### src/rtl/alu_chk_scoreboard.sv
// alu_chk_scoreboard
//   Response checker for the serial ALU datapath. It predicts each result from a decoded
//   request and queues the prediction in an in-order FIFO. It then compares decoded
//   responses against the FIFO head and keeps saturating pass/fail/timeout statistics.
//
// Ports
//   clk, rst_n                     clock (rising edge), async active-low reset
//   in_valid, in_frame_err,
//   in_crc_err, in_op, in_a, in_b  decoded request (one-cycle pulse)
//   out_valid, out_status, out_c,
//   out_flags, out_err_flags,
//   out_parity                     decoded response (one-cycle pulse)
//   pass_cnt, fail_cnt,
//   timeout_cnt                    saturating statistics
//   mismatch                       one-cycle pulse per failed compare
//   overflow, unexpected           sticky: request dropped on full / response on empty
//   halted                         STOP_ON_FAIL tripped (exit only through reset)
//   pending                        FIFO occupancy
module alu_chk_scoreboard #(
   parameter int unsigned W            = 32,
   parameter int unsigned DEPTH        = 4,
   parameter int unsigned CNT_W        = 16,
   parameter int unsigned TIMEOUT      = 1024,
   parameter bit          STOP_ON_FAIL = 1'b0
) (
   input  logic                     clk,
   input  logic                     rst_n,
   input  logic                     in_valid,
   input  logic                     in_frame_err,
   input  logic                     in_crc_err,
   input  logic [2:0]               in_op,
   input  logic [W-1:0]             in_a,
   input  logic [W-1:0]             in_b,
   input  logic                     out_valid,
   input  logic                     out_status,
   input  logic [W-1:0]             out_c,
   input  logic [3:0]               out_flags,
   input  logic [5:0]               out_err_flags,
   input  logic                     out_parity,
   output logic [CNT_W-1:0]         pass_cnt,
   output logic [CNT_W-1:0]         fail_cnt,
   output logic [CNT_W-1:0]         timeout_cnt,
   output logic                     mismatch,
   output logic                     overflow,
   output logic                     unexpected,
   output logic                     halted,
   output logic [$clog2(DEPTH):0]   pending
);

   localparam int unsigned AW = $clog2(DEPTH);
   localparam int unsigned TW = $clog2(TIMEOUT + 1);

   typedef struct packed {
      logic         status;
      logic [W-1:0] c;
      logic [3:0]   flags;
      logic [5:0]   err;
      logic         parity;
   } pred_t;

   typedef enum logic [0:0] {StRun, StHalt} state_e;

   state_e           state_q, state_d;
   pred_t            mem_q [DEPTH];
   pred_t            pred, head;
   logic [AW-1:0]    wr_ptr_q, rd_ptr_q;
   logic [AW:0]      cnt_q, cnt_d;
   logic [TW-1:0]    wait_q, wait_d;
   logic [CNT_W-1:0] pass_q, fail_q, to_q;
   logic             mismatch_q, overflow_q, unexpected_q;

   logic             run, empty, full;
   logic             pop_cmp, to_fire, pop, push_req, push, drop, unexp;
   logic             cmp_ok, pass_now, fail_now;
   logic [W:0]       sum, diff, res;

   function automatic logic [CNT_W-1:0] sat_inc(input logic [CNT_W-1:0] v);
      return (&v) ? v : v + CNT_W'(1);
   endfunction

   // Prediction from the decoded request
   always_comb begin
      pred = '0;
      sum  = {1'b0, in_b} + {1'b0, in_a};
      diff = {1'b0, in_b} - {1'b0, in_a};   // bit W is the borrow
      res  = '0;
      if (in_frame_err) begin
         pred.status = 1'b1;
         pred.err    = 6'b100100;
      end else if (in_crc_err) begin
         pred.status = 1'b1;
         pred.err    = 6'b010010;
      end else begin
         case (in_op)
            3'b000: res = {1'b0, in_b & in_a};
            3'b001: res = {1'b0, in_b | in_a};
            3'b100: begin
               res            = sum;
               pred.flags[2]  = (in_a[W-1] == in_b[W-1]) && (sum[W-1] != in_a[W-1]);
            end
            3'b101: begin
               res            = diff;
               pred.flags[2]  = (in_b[W-1] != in_a[W-1]) && (diff[W-1] != in_b[W-1]);
            end
            default: begin
               pred.status = 1'b1;
               pred.err    = 6'b001001;
            end
         endcase
      end
      if (pred.status) begin
         pred.flags  = '0;
         pred.parity = ^{1'b1, pred.err};
      end else begin
         pred.c        = res[W-1:0];
         pred.flags[3] = res[W];
         pred.flags[1] = (res[W-1:0] == '0);
         pred.flags[0] = res[W-1];
      end
   end

   // Compare against the FIFO head; C/flags only matter for OK, err/parity only for ERROR
   always_comb begin
      head   = mem_q[rd_ptr_q];
      cmp_ok = (out_status == head.status) &&
               (head.status ? ((out_err_flags == head.err) && (out_parity == head.parity))
                            : ((out_c == head.c) && (out_flags == head.flags)));
   end

   // Handshake decode
   always_comb begin
      run      = (state_q == StRun);
      empty    = (cnt_q == '0);
      full     = (cnt_q == (AW+1)'(DEPTH));
      pop_cmp  = run && out_valid && !empty;
      unexp    = run && out_valid && empty;
      // A response in the same cycle resolves the head, so no timeout is counted then
      to_fire  = run && !empty && !out_valid && (wait_q == TW'(TIMEOUT - 1));
      pop      = pop_cmp || to_fire;
      push_req = run && in_valid;
      push     = push_req && (!full || pop);
      drop     = push_req && full && !pop;
      pass_now = pop_cmp && cmp_ok;
      fail_now = pop_cmp && !cmp_ok;
   end

   always_comb begin
      cnt_d = cnt_q;
      case ({push, pop})
         2'b10:   cnt_d = cnt_q + (AW+1)'(1);
         2'b01:   cnt_d = cnt_q - (AW+1)'(1);
         default: cnt_d = cnt_q;
      endcase
      if (!run) begin
         wait_d = wait_q;
      end else if (empty || pop) begin
         wait_d = '0;
      end else begin
         wait_d = wait_q + TW'(1);
      end
   end

   always_ff @(posedge clk) begin
      if (push) begin
         mem_q[wr_ptr_q] <= pred;
      end
   end

   always_ff @(posedge clk or negedge rst_n) begin
      if (!rst_n) begin
         wr_ptr_q     <= '0;
         rd_ptr_q     <= '0;
         cnt_q        <= '0;
         wait_q       <= '0;
         pass_q       <= '0;
         fail_q       <= '0;
         to_q         <= '0;
         mismatch_q   <= 1'b0;
         overflow_q   <= 1'b0;
         unexpected_q <= 1'b0;
      end else begin
         if (push) wr_ptr_q <= wr_ptr_q + AW'(1);
         if (pop)  rd_ptr_q <= rd_ptr_q + AW'(1);
         cnt_q      <= cnt_d;
         wait_q     <= wait_d;
         mismatch_q <= fail_now;
         if (pass_now) pass_q <= sat_inc(pass_q);
         if (fail_now) fail_q <= sat_inc(fail_q);
         if (to_fire)  to_q   <= sat_inc(to_q);
         if (drop)     overflow_q   <= 1'b1;
         if (unexp)    unexpected_q <= 1'b1;
      end
   end

   // FSM: state register
   always_ff @(posedge clk or negedge rst_n) begin
      if (!rst_n) begin
         state_q <= StRun;
      end else begin
         state_q <= state_d;
      end
   end

   // FSM: next state
   always_comb begin
      state_d = state_q;
      unique case (state_q)
         StRun:   if (STOP_ON_FAIL && (fail_now || to_fire)) state_d = StHalt;
         StHalt:  state_d = StHalt;
         default: state_d = StRun;
      endcase
   end

   // FSM: outputs
   always_comb begin
      halted = (state_q == StHalt);
   end

   assign pass_cnt    = pass_q;
   assign fail_cnt    = fail_q;
   assign timeout_cnt = to_q;
   assign mismatch    = mismatch_q;
   assign overflow    = overflow_q;
   assign unexpected  = unexpected_q;
   assign pending     = cnt_q;

endmodule

### config.mk
export PLATFORM = sky130hd
export DESIGN_NAME = alu_chk_scoreboard
export DESIGN_NICKNAME = d
export VERILOG_FILES = /design/src/rtl/alu_chk_scoreboard.sv
export SDC_FILE = /design/constraint.sdc
export NUM_CORES = 1
export LEC_CHECK = 0
export BUFFER_PORTS_ARGS = -buffer_cell sky130_fd_sc_hd__buf_2
export CAP_MARGIN = 0
export CORE_ASPECT_RATIO = 0.9
export CORE_MARGIN = 2
export CORE_UTILIZATION = 25
export DETAILED_ROUTE_END_ITERATION = 10
export PLACE_DENSITY = 0.4
export SYNTH_ARGS = -nofsm -noshare
export SYNTH_HDL_FRONTEND = slang
export SYNTH_SLANG_ARGS = --single-unit
### constraint.sdc
create_clock -name clk -period 3.1 [get_ports clk]
set_input_delay 0.465 -clock clk [delete_from_list [all_inputs] [get_ports clk]]
set_output_delay 0.465 -clock clk [all_outputs]
set_load 0.02 [all_outputs]
======== After elaboration in Yosys (flattened, before gate mapping) ========
Memories as Yosys holds them, arrays and structs flattened.
Cells that the tools add are included.
storage, ports and cells
  register bits after elaboration ......... 70
  memory bits (writable) .................. 176
  input bits .............................. 117
  logic and storage cells ................. 104
  memories kept ........................... 1
memory list
  memory  depth  width  read ports  clocked after Yosys merged registers in  write ports  RTL line  text
  mem_q   4      44     1           0                                        1            64        pred_t mem_q [DEPTH];
cells by class
  $add $sub $neg .......................... 10
  equal/unequal tests ..................... 16
  multiplexer cells ....................... 23
  bitwise operators ....................... 6
  reduce and logical (&&, ||, !) cells .... 37
operators with widths
  cell                   count
  $pmux 33 s4            1
  $mux 33                2
  $add 16x1->16 const B  3
  $reduce_and 16->1      3
  $add 32x32->33         1
  $sub 32x32->33         1
  $and 32x32->32         1
  $eq 32x32->1           1
  $logic_not 32->1       1
  $mux 32                1
  $or 32x32->32          1
  $logic_and 1x1->1      17
  $mux 1                 12
  $add 11x1->11 const B  1
  $eq 11x10->1 const B   1
  $mux 11                1
  $eq 3x3->1 const B     3
  $reduce_xor 7->1       1
  $eq 6x6->1             1
  $logic_not 3->1        2
  $mux 6                 1
  $pmux 3 s2             1
  $reduce_and 2->1       3
  $logic_not 1->1        5
  other kinds (17)       27

======== Longest topological paths before layout ========
Gate-level depths: netlist (run 1).
  depth in word-level cells ............... 10
  depth in mapped cells ................... 16

======== Worst setup path after synthesis (run 1) ========
OpenSTA, ideal clock, no wires.
  path type ............................... input -> register
  from .................................... in in_a[1]
  to ...................................... mem mem_q[0][8] in the netlist's numbering (data pin)
  setup time .............................. 0.167 ns
  arrival ................................. 3.557 ns
  required time ........................... 2.933 ns
  path slack .............................. -0.623 ns
  stages on the path ...................... 13
  cells stage by stage .................... inv_1 > ha_1 > a21o_1 > nand4_1 > a211o_1 > a2111oi_0 > nor3_1 > o21ai_0 > o21ai_0 > mux2_2 > o22ai_1 > or4_1 > nor2_1
RTL lines
  what         RTL line  text
  from (decl)  32        input logic [W-1:0] in_a,
  to (decl)    64

======== Worst setup path after layout (run 1) ========
  from .................................... reg rd_ptr_q[0]
  to ...................................... reg pass_q[11], in the netlist pass_cnt[11]
on the way
  cells in the longest elaborated chain, start to end .. 7
  elaborated cells on any way between the ends .. 12
  those cells by class .................... eq/ne (5); mux (1); reduce/logical (5); memory (1)
ends and longest elaborated chain
  what                                  RTL line  text
  from (decl)                           66        logic [AW-1:0] wr_ptr_q, rd_ptr_q;
  from (signal assigned)                183       if (pop) rd_ptr_q <= rd_ptr_q + AW'(1);
  $mem_v2 4x44 (*)                      n/a
  $eq 32x32->1 (tied with other cells)  127       : ((out_c == head.c) && (out_flags == head.flags)));
  $logic_and 1x1->1 (on tied branches)  127, 126
  $mux 1                                126       (head.status ? ((out_err_flags == head.err) && (out_parity == head.parity))
  $logic_and 1x1->1 (*)                 125       cmp_ok = (out_status == head.status) &&
  $logic_and 1x1->1 (*)                 143       pass_now = pop_cmp && cmp_ok;
  $reduce_and 2->1 (no line) (*)        n/a
  to (signal assigned)                  187       if (pass_now) pass_q <= sat_inc(pass_q);
  to (decl)                             69        logic [CNT_W-1:0] pass_q, fail_q, to_q;
Every way passes the cells marked *; elsewhere a longest branch is shown, timed or not.
A chain may end at the register's enable or synchronous reset.

==> results of run 1 <==
[cell type report]
cell class	count	share of cell area, %
Timing Repair Buffer	581	19.4
Tap cell	783	4.61
Clock buffer	37	3.45
Multi-Input combinational cell	1033	39.6
Inverter	108	1.97
Clock inverter	11	0.277
Sequential cell	229	30.8
[where the power goes]
part	internal, mW	switching (mW)	leakage, nW
clock network	1.64	1.18	0.390
registers	3.73	0.196	2.56
logic	1.94	2.30	6.51
total	7.32	3.68	9.46
[cell usage after synthesis (15+ instances only)]
| library cell | instances | area, um2 |
|---|---|---|
| nor4_1 | 21 | 131 |
| edfxtp_1 | 160 | 4800 |
| ha_1 | 114 | 1430 |
| nand2_1 | 93 | 349 |
| a211oi_1 | 24 | 180 |
| nand3_1 | 42 | 210 |
| clkbuf_1 | 43 | 161 |
| a21oi_1 | 87 | 435 |
| nor2_1 | 109 | 409 |
| nor2b_1 | 19 | 119 |
| o31ai_1 | 15 | 113 |
| xnor2_1 | 79 | 692 |
| o21ai_0 | 41 | 205 |
| xor2_1 | 40 | 350 |
| mux4_2 | 40 | 901 |
| and3_1 | 30 | 188 |
| nand4_1 | 28 | 175 |
| nor3_1 | 33 | 165 |
| o211ai_1 | 18 | 135 |
| a31oi_1 | 18 | 113 |
| inv_1 | 107 | 402 |
| dfrtp_1 | 69 | 1730 |
[cell families after synthesis]
group | after synthesis
fa+ha+maj | 117
mux | 50
buf+inv | 173
xor+xnor | 119
other cells | 1
flops | 229
simple gates | 430
compound gates | 316
[layout by cell type, fill, tap and decap left out, types with 9 or more instances in the layout]
cell       Yosys  layout
buf_4          5     390
buf_2          7     168
edfxtp_1     160     160
ha_1         114     107
nor2_1       109     106
inv_1        107     103
nand2_1       93      87
a21oi_1       87      77
xnor2_1       79      72
dfrtp_1       69      67
xor2_1        40      40
mux4_2        40      40
nand3_1       42      36
o21ai_0       41      33
nor3_1        33      28
nand4_1       28      28
clkbuf_16      0      27
and3_1        30      25
a211oi_1      24      22
o211ai_1      18      18
nor2b_1       19      17
a21o_1        14      14
nand2b_1      13      13
nor4_1        21      13
o31ai_1       15      12
a31oi_1       18      12
buf_6          2      12
and2_1        11      11
o21a_1        11      11
a21oi_2        0      10
o22ai_1       12       9
buf_12         0       9
[flip-flops by register name, summed over array words and instances (netlist names), 2 cells and up]
name and flops:
mem_q 160, wait_q 11, pending 3, rd_ptr_q 2
pass_cnt 16, timeout_cnt 16, fail_cnt 16, wr_ptr_q 2
[per-layer routing]
layer  vias up  global-route usage [%]  share of wire (%)
met3        53                    2.05                4.4
li1       6375                       -                  -
met4         0                    3.48                1.8
met2       274                    26.2                 45
met1      6448                    23.5                 49
met5         -                       0                  0
[worst reg2reg max path, cell delays in order (launching register included)]
cell and delay, ps:
dfrtp_2 450, buf_12 160, mux4_2 560, xor2_1 170, nor4_2 280, nand4_1 190, buf_6 180, or4_4 430
o21ai_4 150, buf_6 120, and4_4 230, and4_4 290, nand4_1 110, xnor2_1 140
[repair_timing]
| action | CTS | global route |
|---|---|---|
| buffers inserted | 10 | 3 |
| pin swaps | 32 | 36 |
| setup endpoints to repair | 57 | 83 |
| hold buffers | 1 | 0 |
| hold endpoints to repair | 26 | 0 |
| gates resized for setup | 51 | 87 |
[path summary, 6_finish.rpt]
kind / startpoint / to / slack [ps] / cells past startpoint
setup / recovery: rd_ptr_q[0] / pass_cnt[11] / -500 / 13
hold / removal: in_frame_err / mem_q[0][6] / 220 / 1
setup reg to reg: rd_ptr_q[0] / pass_cnt[11] / -500 / 13
hold reg to reg: overflow / overflow / 460 / 1
max in group asynchronous: rst_n / wait_q[3] / 1870 / 3
min in group asynchronous: rst_n / fail_cnt[6] / 530 / 2
[per-stage QoR]
| step | power, mW | setup TNS, ps | std cells | hold WS [ps] | cell area [um2] |
|---|---|---|---|---|---|
| 2_1_floorplan | 6.28 | -1400 | 1435 | 169 | 15100 |
| 3_3_place_gp | 8.03 | -59630 | 2726 | 451 | 19800 |
| 3_5_place_dp | 8.06 | -59230 | 2726 | 453 | 19800 |
| 4_1_cts | 11.0 | -18130 | 2782 | 200 | 20800 |
| 5_1_grt | 11.6 | -19700 | 2782 | 219 | 21200 |
| 6_report | 11.0 | -14440 | 2782 | 216 | 21200 |
==> results.json, run 1 <==
{
  "grt_pass1_wl_um": 79600,
  "violations": "negative setup slack",
  "post-route-util_pct": 35.6,
  "htree_levels": 1,
  "netlist-cell-type-count": 78,
  "crit_path_start_kind": "flip-flop",
  "drt_wl_total_um": 51800,
  "dieHeight_um": 236,
  "slowest_delay_ps": 560,
  "ys_ff_latch": 229,
  "synthAdderAreaFrac_pct": 9.90,
  "io_buffers": 170,
  "critPathMaxFanout": 7,
  "drc": 0,
  "root_buffer": "clkbuf_16",
  "grt_pass1_vias": 13500,
  "dp_hpwl_um": 41400,
  "fin_crit_sh_pct": 116,
  "crit_slowest_cell": "mux4_2",
  "io_pins": 172,
  "crit_family": "simple AND/OR/NAND/NOR gates",
  "maxSlewViolCount": 0,
  "post-place-ws_ps": -1000,
  "skew_ps": 12.6,
  "place.gp.congestion": 0.905,
  "syn_inst": 1435,
  "start_util_pct": 25.2,
  "max_freq_mhz": 278,
  "p_leak_nw": 9.46,
  "synthSimpleGateAreaFrac_pct": 14.2,
  "seqCellArea_um2": 6530,
  "worstSetupPathType": "flip-flop to flip-flop",
  "cp_data_arrival_time_ps": 4000,
  "worstSetupEndpointType": "flip-flop",
  "grt_max_degree": 32,
  "min_path_type": "input port to flip-flop",
  "vias_per_cell": 4.73,
  "clock_latency_ps": 520,
  "power_density_nw_per_um2": 518,
  "synth_mux_area_share_pct": 6.70,
  "wl_per_cell_um": 18.6,
  "critPathBufInv": 3,
  "fill_cells": 6092,
  "grt_use_total_pct": 16.3,
  "status": "complete, but fails checks",
  "clkTransAtPathRegs_ps": 70,
  "synth_top_family_by_area": "simple AND/OR/NAND/NOR gates",
  "drtPass1Iterations": 5,
  "hold_viol": 0,
  "cts_tree": "built",
  "synth_xor_area_share_pct": 6.94,
  "netlist_area_um2": 15000,
  "area_growth_syn_to_layout_pct": 41.5,
  "cp_data_required_time_ps": 3510,
  "vias": 13200,
  "worst_ir_drop_vdd_v": 0.000435,
  "cts_made_buffers": 26,
  "synthArstFlopShare_pct": 30.1,
  "num_rows": 85,
  "synthFlopType": "edfxtp_1",
  "synth-compound-area-share_pct": 14.1,
  "ant_nets": 0,
  "core_area_um2": 59600,
  "antenna_found_initial": 0,
  "grt-ovfl-total": 0,
  "synth_warnings": 0,
  "final_nets": 2213,
  "syn_nets": 1669,
  "diodes": 0,
  "setup_ws_ps": -495,
  "synth_edf_count": 160,
  "syn_area_per_cell_um2": 10.5,
  "path_cells": "buf_12, mux4_2, xor2_1, nor4_2, nand4_1, buf_6, or4_4, o21ai_4, buf_6, and4_4, and4_4, nand4_1, xnor2_1",
  "multi_input_area_um2": 8400,
  "rsz0062_at_grt": "true",
  "drive_above_1_share_pct": 38.8,
  "die_area_um2": 62000,
  "drv_cap": 0,
  "die_w_um": 262,
  "synth.yosys.seq_area_share_pct": 43.5,
  "dr.first_iter.drc_count": 740,
  "worst-slew-pin-transition_ps": 694,
  "clockBufferDepth": 3,
  "slew_headroom_pct": 53.7,
  "period_minus_slack_ps": 3600,
  "numClockSinks": 229,
  "setup_viol": 37
}
(Power assumes the default switching activity.)
==> run 2, diff against run 1 <==
PLACE_DENSITY = 0.39   (was 0.4)
clock period = 3.6 ns   (was 3.1 ns; I/O delays follow)
==> run 2 against run 1 <==
- the flow now finishes without violations
- first-iteration DRC count increased by 16%
- wire length shrank 0.69%
- utilization shrank 1.5 points
- worst setup slack improved by 560 ps
- power fell by 15%
- largest power group unchanged
- critical path type unchanged
- maximum frequency is 1.8% higher
- critical endpoint unchanged
- largest cell class unchanged
- global-route usage decreased by 0.090 points
==> results.json, run 2 (synthesis results as in run 1) <==
{
  "placed_area_um2": 19200,
  "cp_data_arrival_time_ps": 3940,
  "drv_cap": 0,
  "status": "finished clean",
  "worst_ir_drop_vdd_v": 0.000324,
  "p_leak_nw": 8.99,
  "grt_use_total_pct": 16.2,
  "vias_per_cell": 4.73,
  "io_pins": 172,
  "num_rows": 85,
  "path_cells": "buf_12, mux4_2, xor2_1, nor4_2, nand4_1, buf_6, or4_4, o21ai_4, buf_6, and4_4, and4_4, nand4_1, xnor2_1",
  "crit_path_start_kind": "flip-flop",
  "pwr-share-comb_pct": 38.0,
  "worstSetupEndpointType": "flip-flop",
  "final_cells": 2719,
  "gr-usage-met1_pct": 24.0,
  "cts_made_buffers": 26,
  "slowest_delay_ps": 510,
  "cp_data_required_time_ps": 4010,
  "maxSlewViolCount": 0,
  "crit_family": "simple AND/OR/NAND/NOR gates",
  "fin_crit_sh_pct": 98.1,
  "reg2reg_depth": 13,
  "hold_viol": 0,
  "diodes": 0,
  "clkPwrFrac_pct": 25.8,
  "critPathBufInv": 3,
  "clockBufferDepth": 3,
  "grt_max_degree": 41,
  "clkTransAtPathRegs_ps": 60,
  "area_growth_syn_to_layout_pct": 35.6,
  "wl_per_cell_um": 18.9,
  "grt-ovfl-total": 0,
  "final_cell_mix": "buf_4 (334), buf_2 (169), edfxtp_1 (160)",
  "top_usage_layer": "met2",
  "dr.first_iter.drc_count": 860,
  "power_density_nw_per_um2": 458,
  "die_w_um": 262,
  "largest_register_ffs": 160,
  "drc": 0,
  "setup_viol": 0,
  "dp_cells": 2663,
  "dp_hpwl_um": 40800,
  "rsz0062_at_grt": "true",
  "rrSetupSlack_ps": 70,
  "grt_pass1_wl_um": 79300,
  "largest-register": "mem_q",
  "p_seq_share_pct": 36.2,
  "numClockSinks": 229,
  "period_minus_slack_ps": 3530,
  "rr_startpoint": "rd_ptr_q[0]",
  "p_int_mw": 6.25,
  "grt_pass1_vias": 13100,
  "final_cell_area_um2": 20300,
  "antenna_found_initial": 0,
  "vias": 12900,
  "start_util_pct": 25.2,
  "r2r_end": "pass_cnt[11]",
  "dieHeight_um": 236,
  "p_total_mw": 9.32,
  "final_common_cell": "buf_4",
  "worstSetupPathType": "flip-flop to flip-flop",
  "crit_slowest_cell": "mux4_2",
  "grtUsageMet3_pct": 1.71,
  "ant_nets": 0,
  "htree_levels": 1,
  "p_switching_mw": 3.07,
  "drive_above_1_share_pct": 33.4,
  "critPathMaxFanout": 11,
  "switching_share_pct": 32.9,
  "die_area_um2": 62000,
  "slew_headroom_pct": 44.5,
  "drt_wl_total_um": 51500,
  "cts_tree": "built",
  "worst-slew-pin-transition_ps": 832,
  "grtUsageMet2_pct": 25.9,
  "place.gp.congestion": 0.899,
  "root_buffer": "clkbuf_16",
  "skew_ps": 14.6,
  "drtPass1Iterations": 5,
  "clock_latency_ps": 530,
  "final_nets": 2151,
  "max_freq_mhz": 283,
  "core_area_um2": 59600,
  "min_path_type": "input port to asynchronous set/reset pin",
  "io_buffers": 170
}
## run 2: per-stage QoR
step                worst slack [ps]  utilization, %  setup TNS (ps)  hold slack (ps)
global route                   -91.6            34.2            -785              171
CTS                             1.18            33.7               0              121
detailed placement              -614            32.3          -10020              455
floorplan                       18.8               -               0              244
finish                          69.2            34.2               0              112
global placement                -539            32.3          -10470              455
## run 2: power groups by stage
| stage | Sequential (mW) | Combinational, mW | Clock, mW |
|---|---|---|---|
| after floorplan | 3.48 | 1.90 | 0 |
| after global placement | 3.41 | 3.45 | 0 |
| after detailed placement | 3.42 | 3.46 | 0 |
| after CTS | 3.37 | 3.54 | 2.48 |
| after global routing | 3.40 | 3.87 | 2.59 |
| final | 3.37 | 3.54 | 2.41 |
## run 2: worst reg2reg max path, delay by kind of cell (launching register included)
family,cells,cell delay [ps]
flops,1,410
mux,1,520
buf+inv,3,470
compound gates,1,140
xor+xnor,2,300
simple gates,6,1570
## run 2: repair_timing
item / CTS / global route
hold buffers: 0 / 0
gates resized for setup: 9 / 51
pin swaps: 2 / 18
setup buffers: 5 / 4
endpoints found under the setup margin: 18 / 36
## run 2: metal layers
| metal | up-vias | routed length [um] |
|---|---|---|
| met5 | - | 0 |
| met4 | 0 | 690 |
| met3 | 46 | 2170 |
| met2 | 297 | 23100 |
| met1 | 6269 | 25500 |
| li1 | 6255 | - |
## run 2: final cells by class
cell class	instances	area (um2)
fillers	6197	39200
multi-input cells	1033	8030
flip-flops and latches	229	6530
repair buffers	519	3620
well taps	783	980
clock buffers	37	692
inverters	108	410
clock inverters	10	80.1
## run 2: worst max-delay path by stage
stage                startpoint            to  slack [ps]  depth (start not counted)
floorplan               in_b[0]   mem_q[0][8]          20                         14
global placement        in_b[0]   mem_q[0][8]        -540                         16
detailed placement      in_b[0]   mem_q[1][8]        -610                         16
CTS                 rd_ptr_q[0]  pass_cnt[11]           1                         13
global route        rd_ptr_q[0]  pass_cnt[11]         -90                         13
finish              rd_ptr_q[0]  pass_cnt[11]          70                         13
